===== src/rtl/pid_csr_if.sv =====
// pid_csr_if: Avalon-MM word-access bus between the master and the PID CSR block
interface pid_csr_if #(
    parameter int ADDR_WIDTH = 16
);
    logic [ADDR_WIDTH-1:0] address;
    logic                  write;
    logic [31:0]           writedata;
    logic                  read;
    logic [31:0]           readdata;
    logic                  waitrequest;

    modport master (
        output address, write, writedata, read,
        input  readdata, waitrequest
    );

    modport slave (
        input  address, write, writedata, read,
        output readdata, waitrequest
    );
endinterface


===== src/rtl/pid_csr.sv =====
// pid_csr: Avalon-MM register file with shadowed PID coefficients, sticky saturation status and wait states
module pid_csr #(
    parameter int          ADDR_WIDTH  = 16,
    parameter int          WAIT_STATES = 1,
    parameter logic [31:0] ID_VALUE    = 32'h5049_4401
) (
    input  logic               clk,
    input  logic               reset,
    pid_csr_if.slave           amm,
    input  logic               pid_sample,
    input  logic               pid_sat_hi,
    input  logic               pid_sat_lo,
    output logic signed [31:0] kp,
    output logic signed [31:0] ki,
    output logic signed [31:0] kd,
    output logic signed [31:0] setpoint,
    output logic signed [31:0] out_min,
    output logic signed [31:0] out_max,
    output logic               pid_enable,
    output logic               integ_clr
);
    localparam logic [31:0] MIN_RST = 32'h8000_0000;
    localparam logic [31:0] MAX_RST = 32'h7FFF_FFFF;

    logic [3:0]  cnt;
    logic        req, accept, wr, rd, valid;
    logic [3:0]  idx;
    logic [31:0] wd, rd_mux;
    logic [31:0] kp_s, ki_s, kd_s, sp_s, min_s, max_s;
    logic        pending, sat_hi, sat_lo, addr_err;
    logic [31:0] sat_count;
    logic        w_ctrl, w_st, commit_now;

    assign req      = amm.read | amm.write;
    assign accept   = req && (cnt == 4'(WAIT_STATES));
    assign amm.waitrequest = !accept;
    assign wr       = accept && amm.write;
    assign rd       = accept && amm.read && !amm.write;
    assign valid    = amm.address < ADDR_WIDTH'(10);
    assign idx      = amm.address[3:0];
    assign wd       = amm.writedata;
    assign w_ctrl   = wr && valid && idx == 4'd0;
    assign w_st     = wr && valid && idx == 4'd7;
    assign commit_now = pending && pid_sample;

    // Wait-state counter: counts while a request is held, clears when idle or on accept
    always_ff @(posedge clk or posedge reset) begin
        if (reset)
            cnt <= '0;
        else
            cnt <= (!req || accept) ? 4'd0 : cnt + 4'd1;
    end

    // Shadow registers take bus writes; active outputs copy them on a committed sample
    always_ff @(posedge clk or posedge reset) begin
        if (reset) begin
            kp_s <= '0; ki_s <= '0; kd_s <= '0; sp_s <= '0; min_s <= MIN_RST; max_s <= MAX_RST;
            kp <= '0; ki <= '0; kd <= '0; setpoint <= '0; out_min <= MIN_RST; out_max <= MAX_RST;
        end else begin
            if (wr && valid) begin
                case (idx)
                    4'd1: kp_s  <= wd;
                    4'd2: ki_s  <= wd;
                    4'd3: kd_s  <= wd;
                    4'd4: sp_s  <= wd;
                    4'd5: min_s <= wd;
                    4'd6: max_s <= wd;
                    default: ;
                endcase
            end
            if (commit_now) begin
                kp <= kp_s; ki <= ki_s; kd <= kd_s;
                setpoint <= sp_s; out_min <= min_s; out_max <= max_s;
            end
        end
    end

    // CTRL side effects: enable bit, commit request and one-cycle integrator clear
    always_ff @(posedge clk or posedge reset) begin
        if (reset) begin
            pid_enable <= 1'b0;
            integ_clr  <= 1'b0;
            pending    <= 1'b0;
        end else begin
            pid_enable <= w_ctrl ? wd[0] : pid_enable;
            integ_clr  <= w_ctrl && wd[2];
            pending    <= (w_ctrl && wd[1]) ? 1'b1 : (commit_now ? 1'b0 : pending);
        end
    end

    // Sticky status flags: a new event beats a simultaneous write-1-to-clear
    always_ff @(posedge clk or posedge reset) begin
        if (reset) begin
            sat_hi   <= 1'b0;
            sat_lo   <= 1'b0;
            addr_err <= 1'b0;
        end else begin
            sat_hi   <= pid_sat_hi | (sat_hi & !(w_st && wd[0]));
            sat_lo   <= pid_sat_lo | (sat_lo & !(w_st && wd[1]));
            addr_err <= (accept && !valid) | (addr_err & !(w_st && wd[3]));
        end
    end

    // Saturation cycle counter: any write clears it (wins over increment), sticks at all-ones
    always_ff @(posedge clk or posedge reset) begin
        if (reset)
            sat_count <= '0;
        else if (wr && valid && idx == 4'd8)
            sat_count <= '0;
        else if ((pid_sat_hi || pid_sat_lo) && sat_count != 32'hFFFF_FFFF)
            sat_count <= sat_count + 32'd1;
    end

    // Read mux: shadow values for coefficients, zero for unmapped addresses
    always_comb begin
        rd_mux = '0;
        case (idx)
            4'd0: rd_mux = {31'b0, pid_enable};
            4'd1: rd_mux = kp_s;
            4'd2: rd_mux = ki_s;
            4'd3: rd_mux = kd_s;
            4'd4: rd_mux = sp_s;
            4'd5: rd_mux = min_s;
            4'd6: rd_mux = max_s;
            4'd7: rd_mux = {28'b0, addr_err, pending, sat_lo, sat_hi};
            4'd8: rd_mux = sat_count;
            4'd9: rd_mux = ID_VALUE;
            default: rd_mux = '0;
        endcase
        if (!valid)
            rd_mux = '0;
    end

    // Registered read data: loaded at the end of a read accept, held otherwise
    always_ff @(posedge clk or posedge reset) begin
        if (reset)
            amm.readdata <= '0;
        else if (rd)
            amm.readdata <= rd_mux;
    end
endmodule

===== src/flat_wrapper.sv =====
// flat-port wrapper written by rule: the top's interface ports become plain ports
module pid_csr_flat 
#(
    parameter int          ADDR_WIDTH  = 16,
    parameter int          WAIT_STATES = 1,
    parameter logic [31:0] ID_VALUE    = 32'h5049_4401
)
  (clk, reset, pid_sample, pid_sat_hi, pid_sat_lo, kp, ki, kd, setpoint, out_min, out_max, pid_enable, integ_clr, amm_address, amm_write, amm_writedata, amm_read, amm_readdata, amm_waitrequest);
  pid_csr_if #(.ADDR_WIDTH(ADDR_WIDTH)) amm_i ();
  input  logic clk;
  input  logic reset;
  input  logic pid_sample;
  input  logic pid_sat_hi;
  input  logic pid_sat_lo;
  output logic signed [31:0] kp;
  output logic signed [31:0] ki;
  output logic signed [31:0] kd;
  output logic signed [31:0] setpoint;
  output logic signed [31:0] out_min;
  output logic signed [31:0] out_max;
  output logic pid_enable;
  output logic integ_clr;
  input wire logic [$bits(amm_i.address)-1:0] amm_address;
  input wire logic [$bits(amm_i.write)-1:0] amm_write;
  input wire logic [$bits(amm_i.writedata)-1:0] amm_writedata;
  input wire logic [$bits(amm_i.read)-1:0] amm_read;
  output wire logic [$bits(amm_i.readdata)-1:0] amm_readdata;
  output wire logic [$bits(amm_i.waitrequest)-1:0] amm_waitrequest;
  assign amm_i.address = amm_address;
  assign amm_i.write = amm_write;
  assign amm_i.writedata = amm_writedata;
  assign amm_i.read = amm_read;
  assign amm_readdata = amm_i.readdata;
  assign amm_waitrequest = amm_i.waitrequest;
  pid_csr #(.ADDR_WIDTH(ADDR_WIDTH), .WAIT_STATES(WAIT_STATES), .ID_VALUE(ID_VALUE)) u_core (.clk(clk), .reset(reset), .amm(amm_i), .pid_sample(pid_sample), .pid_sat_hi(pid_sat_hi), .pid_sat_lo(pid_sat_lo), .kp(kp), .ki(ki), .kd(kd), .setpoint(setpoint), .out_min(out_min), .out_max(out_max), .pid_enable(pid_enable), .integ_clr(integ_clr));
endmodule

===== config.mk =====
export PLATFORM = sky130hd
export DESIGN_NAME = pid_csr_flat
export DESIGN_NICKNAME = d
export VERILOG_FILES = /design/src/rtl/pid_csr_if.sv /design/src/rtl/pid_csr.sv /design/src/flat_wrapper.sv
export SDC_FILE = /design/constraint.sdc
export NUM_CORES = 1
export LEC_CHECK = 0
export ABC_AREA = 1
export BUFFER_PORTS_ARGS = -buffer_cell sky130_fd_sc_hd__buf_2
export CORE_MARGIN = 2
export CORE_UTILIZATION = 57
export CTS_CLUSTER_SIZE = 10
export DETAILED_ROUTE_END_ITERATION = 16
export PLACE_DENSITY = 0.79
export SETUP_SLACK_MARGIN = 0.1
export SLEW_MARGIN = 10
export SYNTH_ARGS = -nofsm -noshare
export SYNTH_HDL_FRONTEND = slang
export SYNTH_SLANG_ARGS = --single-unit

===== constraint.sdc =====
create_clock -name clk -period 18.4 [get_ports clk]
set_input_delay 1.84 -clock clk [delete_from_list [all_inputs] [get_ports clk]]
set_output_delay 1.84 -clock clk [all_outputs]
set_load 0.01 [all_outputs]

==> impl_metrics.json, run 1 <==
{
  "yosysWarnings": 0,
  "numPortBuffers": 281,
  "reg2reg_depth": 8,
  "tightest_slew_ps": 1190,
  "root_buffer": "clkbuf_16",
  "drive_gt1_share_pct": 18.9,
  "max_freq_mhz": 240,
  "hold_path_depth": 2,
  "cts_max_path_buffers": 3,
  "setup_viol": 0,
  "skew_ps": 21.2,
  "fin_tns_setup_ps": 0,
  "gr-usage-all-layers_pct": 32.1,
  "r2r-start": "u_core.cnt[1]",
  "synthCells": 2300,
  "dieArea_sq_um": 36200,
  "hold_path.class": "reg -> reg",
  "place.gp.congestion": 0.891,
  "rsz0062_at_grt": "no",
  "grt_pass1_vias": 16300,
  "grt_pass1_wl_um": 90300,
  "die_h_um": 190,
  "cts_hold_repair.buffers": 0,
  "routed_wl_um": 57900,
  "dp_hpwl_um": 36400,
  "coreArea_sq_um": 34400,
  "drt-initial-drc-count": 1638,
  "reg2reg_to": "u_core.amm.readdata[8]",
  "crit_arrival_ps": 2330,
  "grt_start_max_net_pins": 121,
  "rows": 68,
  "drc": 0,
  "final_max_slew_viol_count": 0,
  "p_leak_nw": 11.3,
  "dr.pass1.iters": 6,
  "r2r_slack_ps": 15060,
  "drtAntennaViolNets": 0,
  "start_util_pct": 57.6,
  "dieWidth_um": 190,
  "slowest_stage": "o21ai_0",
  "drt-vias-per-instance": 5.57,
  "max_stage_delay_ps": 210,
  "outcome": "finished clean",
  "worstPathRequired_ps": 16560,
  "n_fill_cell": 2801,
  "cp-end-kind": "output port",
  "cts_htree_levels": 2,
  "insertion_delay_ps": 590,
  "area_growth_pct": 15.8,
  "nets": 2599,
  "cts.clk_slew.worst_paths_ps": 50,
  "synth_seq_cells": 458,
  "post-cts-setup-buffer-count": 0,
  "placed_cells": 2942,
  "vias": 16900,
  "min_period_ps": 4170,
  "io_pins": 282,
  "crit_top_cell": "buf_2",
  "syn_nets": 2358,
  "grt_overflow": 0,
  "synth_cell_types": 30,
  "start_kind": "input port",
  "powerDensity_nw_per_um2": 90.3,
  "numCtsBuffers": 52,
  "cts_resized": 0,
  "drv_cap": 0,
  "slew_headroom_pct": 20.6,
  "fin_crit_sh_pct": 22.7,
  "ys_seq_area_share_pct": 58.3,
  "antenna_found_initial": 0,
  "crit_path_cell_trace": "buf_2 -> o21ai_0 -> buf_2",
  "whs_endpoint": "u_core.addr_err",
  "diodes": 0,
  "wl_per_cell_um": 19.1,
  "total_power_mw": 2.07,
  "cp_max_fo": 3,
  "stdcell_count": 3038,
  "final-hold-violation-count": 0,
  "synth_area_sq_um": 19800,
  "postSynthAreaPerCell_sq_um": 8.61,
  "cts_tree": "done",
  "cts.sinks": 458,
  "peakVddDrop_mv": 0.0747,
  "crit_type": "in -> out",
  "min_from": "u_core.addr_err"
}
==> layout make-up <==
type	instances	area [sq um]	area share [%]
Sequential cell	458	11500	50.3
Multi-Input combinational cell	1494	6870	30.0
Timing Repair Buffer	297	1530	6.66
Clock buffer	92	1470	6.42
Inverter	238	903	3.94
Tap cell	455	569	2.48
Clock inverter	4	53.8	0.235
==> cells by family (layout without fill, tap and decap cells) <==
logic type | after synthesis | in the layout | share of synthesized area, %
buffers and inverters | 348 | 631 | 7.14
XOR/XNOR | 13 | 13 | 0.575
multiplexers | 36 | 36 | 2.05
flip-flops | 458 | 458 | 58.3
AO/OA/AOI/OAI | 452 | 452 | 11.8
adder cells (fa/ha/maj) | 3 | 3 | 0.190
AND/OR/NAND/NOR | 990 | 990 | 20.0
==> power by group <==
group / switching (mW) / internal [mW] / total (mW)
registers: 0.0125 / 1.02 / 1.03
logic: 0.0729 / 0.0230 / 0.0959
clock network: 0.405 / 0.541 / 0.946
==> critical path, delay by kind of cell <==
| family | cells | cell delay, ps |
|---|---|---|
| AO/OA/AOI/OAI | 1 | 210 |
| buffers and inverters | 2 | 280 |
==> layer usage <==
metal / wire length [um] / track usage [%] / vias to the layer above
met5: 0 / 0 / -
met4: 1910 / 11.0 / 0
met3: 4890 / 5.82 / 132
met2: 27500 / 52.2 / 775
met1: 23600 / 43.6 / 8212
li1: - / - / 7801
==> per-stage QoR <==
step | cell area [sq um] | utilization (%) | setup slack [ps] | hold slack [ps]
floorplan | 19800 | - | 3900 | 442
global placement | 21400 | 62.3 | 13860 | 454
detailed placement | 21400 | 62.3 | 13810 | 462
CTS | 22900 | 66.7 | 14240 | 474
global route | 22900 | 66.7 | 14030 | 491
finish | 22900 | 66.7 | 14230 | 471
==> worst max path at each step <==
stage / startpoint / end / slack, ps / depth (start not counted)
floorplan: reset / u_core.addr_err / 3900 / 1
global placement: amm_write / u_core.amm.readdata[8] / 13860 / 6
detailed placement: amm_address[1] / u_core.sat_count[11] / 13810 / 7
CTS: amm_write / amm_waitrequest / 14240 / 3
global route: amm_address[1] / u_core.sat_count[20] / 14030 / 7
finish: amm_write / amm_waitrequest / 14230 / 3
==> cell usage after synthesis (all sizes together) <==
cell,instances,area share [%]
nor2,171,3.4
o21ai,404,10
o22ai,46,1.5
nand4,1,0.11
xor2,8,0.35
xnor2,5,0.22
buf,74,1.9
mux2,36,2.0
dfstp,64,8.5
nor3,6,0.15
ha,3,0.19
dfrtp,394,50
clkbuf,36,0.68
a21oi,2,0.069
inv,238,4.5
nand3,90,2.3
nand2,722,14
==> cells in the final DEF, fill, tap and decap left out, types with 46 or more instances in the layout <==
| cell type | Yosys | final |
|---|---|---|
| dfstp_2 | 64 | 64 |
| o21ai_1 | 192 | 192 |
| nor2_1 | 163 | 161 |
| nand3_1 | 89 | 88 |
| nand2_1 | 712 | 710 |
| buf_2 | 63 | 281 |
| o21ai_0 | 211 | 211 |
| clkbuf_16 | 0 | 53 |
| dfrtp_1 | 394 | 394 |
| o22ai_1 | 46 | 46 |
| inv_1 | 232 | 231 |
Power figures use the tool's default switching activity.
==> run 2, diff against run 1 <==
Settings changed: ABC_AREA 1 to 0, PLACE_DENSITY 0.79 to 0.8.
Clock period 18.4 ns to 4.2 ns, I/O delays scaled along.
==> run 2 against run 1 <==
Synthesized cell count shrank 43%. Critical path type is now reg -> reg. Routed wire length shrank 16%. Sequential share of layout area grew 1.2 points. Critical endpoint is now u_core.min_s[21]. Register-to-register slack lost 14000 ps. Synthesized area shrank 4.1%. Clock skew shrank 0.69 ps. Worst setup slack lost 13000 ps. Total power grew to 4.4 times the previous value. Non-clock buffer count grew 7.
==> impl_metrics.json, run 2 <==
{
  "peakVddDrop_mv": 0.295,
  "crit_path_cell_trace": "inv_1 -> ha_1 -> nor3b_1 -> and2_1 -> and2_1 -> nand2_2 -> mux2_1",
  "path_delay_family": "simple AND/OR/NAND/NOR gates",
  "layout.cells.most_common_list": "dfrtp_1, mux2_2, buf_2",
  "worstPathRequired_ps": 4630,
  "crit_arrival_ps": 3510,
  "multiInputGateArea_sq_um": 7150,
  "final-hold-violation-count": 0,
  "routed_wl_um": 48800,
  "synthFlopType": "dfrtp_1",
  "die_h_um": 187,
  "vias": 12700,
  "synthCells": 1317,
  "grt_pass1_wl_um": 76600,
  "drtAntennaViolNets": 0,
  "cts_resized": 0,
  "holdWs_ps": 49.1,
  "rows": 66,
  "dr.pass1.iters": 7,
  "cts.sinks": 458,
  "synth_area_sq_um": 19000,
  "cts_htree_levels": 2,
  "n_fill_cell": 2301,
  "post-cts-setup-buffer-count": 0,
  "synth_edf_count": 0,
  "numPortBuffers": 281,
  "coreArea_sq_um": 32700,
  "grt_start_max_net_pins": 114,
  "start_kind": "flop",
  "crit_type": "reg -> reg",
  "slew_headroom_pct": 18.8,
  "wl_per_cell_um": 23.5,
  "gr-usage-all-layers_pct": 28.0,
  "root_buffer": "clkbuf_16",
  "setup_viol": 0,
  "dieArea_sq_um": 34800,
  "numCtsBuffers": 52,
  "p_leak_nw": 11.7,
  "tightest_slew_ps": 1220,
  "grt_pass1_vias": 13200,
  "area_growth_pct": 18.1,
  "synth_cell_types": 58,
  "path_buf_inv": 1,
  "synth_area_leaders": "dfrtp_1, mux2_2, dfstp_2",
  "cts_max_path_buffers": 3,
  "drive_gt1_share_pct": 50.6,
  "cts.clk_slew.worst_paths_ps": 60,
  "drc": 0,
  "postSynthAreaPerCell_sq_um": 14.4,
  "drt-initial-drc-count": 1175,
  "insertion_delay_ps": 560,
  "max_stage_delay_ps": 720,
  "stdcell_area_sq_um": 22400,
  "synth_seq_cells": 458,
  "fin_crit_sh_pct": 73.4,
  "start_util_pct": 58.1,
  "drv_cap": 0,
  "max_freq_mhz": 324,
  "synth_top_area_share_pct": 51.9,
  "final_max_slew_viol_count": 0,
  "regArea_sq_um": 11500,
  "fin_tns_setup_ps": 0,
  "layout_commonest_cell": "dfrtp_1",
  "ys_seq_area_share_pct": 60.8,
  "drt-vias-per-instance": 6.13,
  "synthArstFlopShare_pct": 100,
  "syn_nets": 1375,
  "cp-end-kind": "flop",
  "crit_top_cell": "and2_1",
  "utilization_pct": 68.6,
  "post-synth-top-count-cell": "dfrtp_1",
  "powerDensity_nw_per_um2": 403,
  "dieWidth_um": 187,
  "ys_top_cells_by_count": "dfrtp_1, mux2_2, dfstp_2, a22oi_1, clkbuf_1",
  "outcome": "finished clean",
  "slowest_stage": "nand2_2",
  "placed_cell_area_sq_um": 20900,
  "cts_tree": "done",
  "dp_hpwl_um": 30700,
  "skew_ps": 20.5,
  "cp_max_fo": 32,
  "io_pins": 282,
  "nets": 1650,
  "cts_hold_repair.buffers": 0,
  "rsz0062_at_grt": "no",
  "grt_overflow": 0,
  "min_period_ps": 3080,
  "synth_area_leader_cell": "dfrtp_1",
  "yosysWarnings": 0,
  "place.gp.congestion": 0.812,
  "hold_path.class": "in -> async",
  "antenna_found_initial": 2
}
==> run 2: path summary, 6_finish.rpt <==
kind / start / to / slack [ps] / cells past startpoint
max: u_core.cnt[1] / u_core.min_s[21] / 1120 / 7
min: reset / u_core.sp_s[2] / 50 / 2
max reg2reg: u_core.cnt[1] / u_core.min_s[21] / 1120 / 7
min reg2reg: u_core.cnt[0] / u_core.cnt[0] / 480 / 1
max in group asynchronous: reset / u_core.setpoint[11] / 3040 / 3
min in group clk: pid_sat_hi / u_core.sat_hi / 100 / 2
==> run 2: cell type report <==
type / instances / area share (%)
Sequential cell: 458 / 51.5
Multi-Input combinational cell: 769 / 31.9
Clock inverter: 3 / 0.112
Clock buffer: 90 / 6.67
Antenna cell: 2 / 0.0223
Timing Repair Buffer: 304 / 7.26
Inverter: 7 / 0.134
Tap cell: 442 / 2.47
==> run 2: logic make-up (layout without fill, tap and decap cells) <==
| family | Yosys count | count (layout) | synth area share [%] |
|---|---|---|---|
| AO/OA/AOI/OAI | 195 | 195 | 8.05 |
| XOR/XNOR | 10 | 10 | 0.461 |
| adder cells (fa/ha/maj) | 3 | 3 | 0.198 |
| buffers and inverters | 90 | 404 | 2.04 |
| flip-flops | 458 | 458 | 60.8 |
| multiplexers | 389 | 389 | 23.1 |
| other | 0 | 2 | 0 |
| AND/OR/NAND/NOR | 172 | 172 | 5.40 |
==> run 2: through the flow <==
stage	total power, mW	setup slack, ps	std cells
final	9.04	1120	2075
after global routing	9.37	950	2075
after CTS	9.10	1170	2073
after detailed placement	5.02	1150	1980
after global placement	5.00	1270	1980
after floorplan	4.84	-2360	1317
==> run 2: worst reg2reg max path, delay by kind of cell (launching register included) <==
kind	cells	cell delay (ps)
fa+ha+maj	1	160
buf+inv	1	60
flops	1	400
mux	1	590
simple gates	4	1750
==> run 2: report_power, final <==
group | total [mW] | switching (mW) | leakage [nW] | internal, mW
combinational | 0.397 | 0.277 | 4.81 | 0.120
clock | 4.09 | 1.70 | 0.724 | 2.39
sequential | 4.56 | 0.0902 | 6.12 | 4.47
==> run 2: routing by layer <==
layer | GRT usage, % | share of wire [%] | vias to the layer above
met5 | 0 | 0 | -
met4 | 8.46 | 2.2 | 0
met3 | 5.62 | 7.6 | 84
met2 | 44.8 | 48 | 549
met1 | 39.2 | 43 | 6602
li1 | - | - | 5478
==> run 3, diff against run 2 <==
Clock period 4.2 ns to 3 ns, I/O delays scaled along.
==> run 3 against run 2 <==
First-iteration DRC count increased by 11%. Clock power increased by 39%. Sequential share of layout area fell by 0.45 points. Global-route usage up 0.26 points. Critical path type unchanged. Count of clock-buffer cells in the layout is 4 higher. Utilization increased by 0.60 points. Worst hold slack got worse by 16 ps. Sequential cell count unchanged. Total power grew 40%. Worst setup slack worse by 630 ps. Routed wire length grew 0.87%. Cell count increased by 1.1%.
==> impl_metrics.json, run 3 (synthesized netlist as in run 2, its figures left out) <==
{
  "antenna_found_initial": 4,
  "insertion_delay_ps": 550,
  "max_freq_mhz": 398,
  "cp-end-kind": "flop",
  "cts_resized": 0,
  "layout_commonest_cell": "dfrtp_1",
  "drv_cap": 0,
  "p_leak_nw": 11.8,
  "slew_headroom_pct": 39.6,
  "vias": 12900,
  "n_fill_cell": 2269,
  "drt-initial-drc-count": 1304,
  "min_period_ps": 2510,
  "cts_tree": "done",
  "cts_htree_levels": 2,
  "hold_path.class": "in -> reg",
  "worst_slack_ps": 489,
  "peakVddDrop_mv": 0.381,
  "dp_slack_ps": 543,
  "drt-vias-per-instance": 6.17,
  "die_h_um": 187,
  "grt_pass1_vias": 13300,
  "cts_max_path_buffers": 3,
  "area_growth_pct": 19.2,
  "numPortBuffers": 281,
  "start_kind": "flop",
  "drc": 0,
  "drive_gt1_share_pct": 50.8,
  "dieWidth_um": 187,
  "final_max_slew_viol_count": 0,
  "grt_util_met1_pct": 39.8,
  "grt_overflow": 0,
  "final-hold-violation-count": 0,
  "cts.sinks": 458,
  "start_util_pct": 58.1,
  "io_pins": 282,
  "gr-max-usage-layer": "met2",
  "fin_crit_sh_pct": 83.7,
  "outcome": "finished clean",
  "crit_type": "reg -> reg",
  "nets": 1670,
  "max_stage_delay_ps": 430,
  "rows": 66,
  "worstPathRequired_ps": 3420,
  "skew_ps": 15.1,
  "dieArea_sq_um": 34800,
  "tightest_slew_ps": 906,
  "wl_per_cell_um": 23.5,
  "coreArea_sq_um": 32700,
  "cts.clk_slew.worst_paths_ps": 60,
  "slowest_stage": "and2_1",
  "grt_pass1_wl_um": 77700,
  "place.gp.congestion": 0.844,
  "gr-usage-all-layers_pct": 28.3,
  "total_power_mw": 12.6,
  "rsz0062_at_grt": "no",
  "root_buffer": "clkbuf_16",
  "setup_viol": 0,
  "layout.cells.most_common_list": "dfrtp_1, mux2_2, buf_2",
  "routed_wl_um": 49300,
  "dp_hpwl_um": 32000,
  "dr.pass1.iters": 8,
  "numCtsBuffers": 52,
  "powerDensity_nw_per_um2": 558,
  "crit_path_cell_trace": "inv_1 -> ha_1 -> nor3b_1 -> and2_1 -> and2_1 -> nand2_2 -> buf_4 -> mux2_2",
  "gr-usage-met2_pct": 44.7,
  "crit_top_cell": "and2_1",
  "grt_start_max_net_pins": 113,
  "drtAntennaViolNets": 0,
  "cp_max_fo": 22,
  "gr-usage-met3_pct": 5.30,
  "crit_arrival_ps": 2930,
  "r2r_slack_ps": 490
}
run 3: cell type report:
class / count / area, sq um / area share (%)
clock inverter: 1 / 8.76 / 0.0387
timing repair buffer: 324 / 1850 / 8.16
sequential: 458 / 11500 / 51.0
multi-input combinational: 769 / 7150 / 31.6
antenna: 2 / 5.00 / 0.0221
tap: 442 / 553 / 2.44
inverter: 7 / 30.0 / 0.133
clock buffer: 94 / 1490 / 6.59
run 3: final timing paths:
kind,from,end,depth (start not counted)
max in group asynchronous,reset,u_core.ki[15],4
min reg2reg,u_core.kd[2],u_core.kd[2],1
max reg2reg,u_core.cnt[1],u_core.kd_s[19],8
min,pid_sat_hi,u_core.sat_hi,2
min in group asynchronous,reset,u_core.kd[1],3
max,u_core.cnt[1],u_core.kd_s[19],8
run 3: worst max-delay path: cells and delay by family (launching register included):
kind | cells | cell delay (ps)
flip-flops | 1 | 400
adder cells (fa/ha/maj) | 1 | 150
AND/OR/NAND/NOR | 4 | 1120
multiplexers | 1 | 330
buffers and inverters | 2 | 340
run 3: power by group:
| group | switching, mW | internal (mW) | total [mW] |
|---|---|---|---|
| logic | 0.389 | 0.178 | 0.567 |
| registers | 0.122 | 6.25 | 6.38 |
| clock network | 2.37 | 3.32 | 5.68 |
run 3: through the flow:
step	instance area (sq um)	std cells	util (%)	hold WS, ps	TNS, ps
floorplan	19000	1317	-	392	-1468580
global placement	21100	1998	64.5	421	0
detailed placement	21100	1998	64.5	420	0
CTS	22600	2095	69.2	2.61	0
global route	22600	2097	69.2	3.45	0
finish	22600	2097	69.2	32.6	0
run 3: what timing repair did:
| item | 4_1_cts | 5_1_grt |
|---|---|---|
| setup buffers | 0 | 0 |
| hold endpoints to repair | 12 | 0 |
| hold buffers | 2 | 0 |
run 3: per-layer routing:
| layer | share of wire, % | up-vias | wire [um] |
|---|---|---|---|
| met5 | 0.037 | - | 18 |
| met4 | 2.6 | 4 | 1290 |
| met3 | 7.1 | 91 | 3510 |
| met2 | 47 | 553 | 23400 |
| met1 | 43 | 6742 | 21100 |
| li1 | - | 5544 | - |
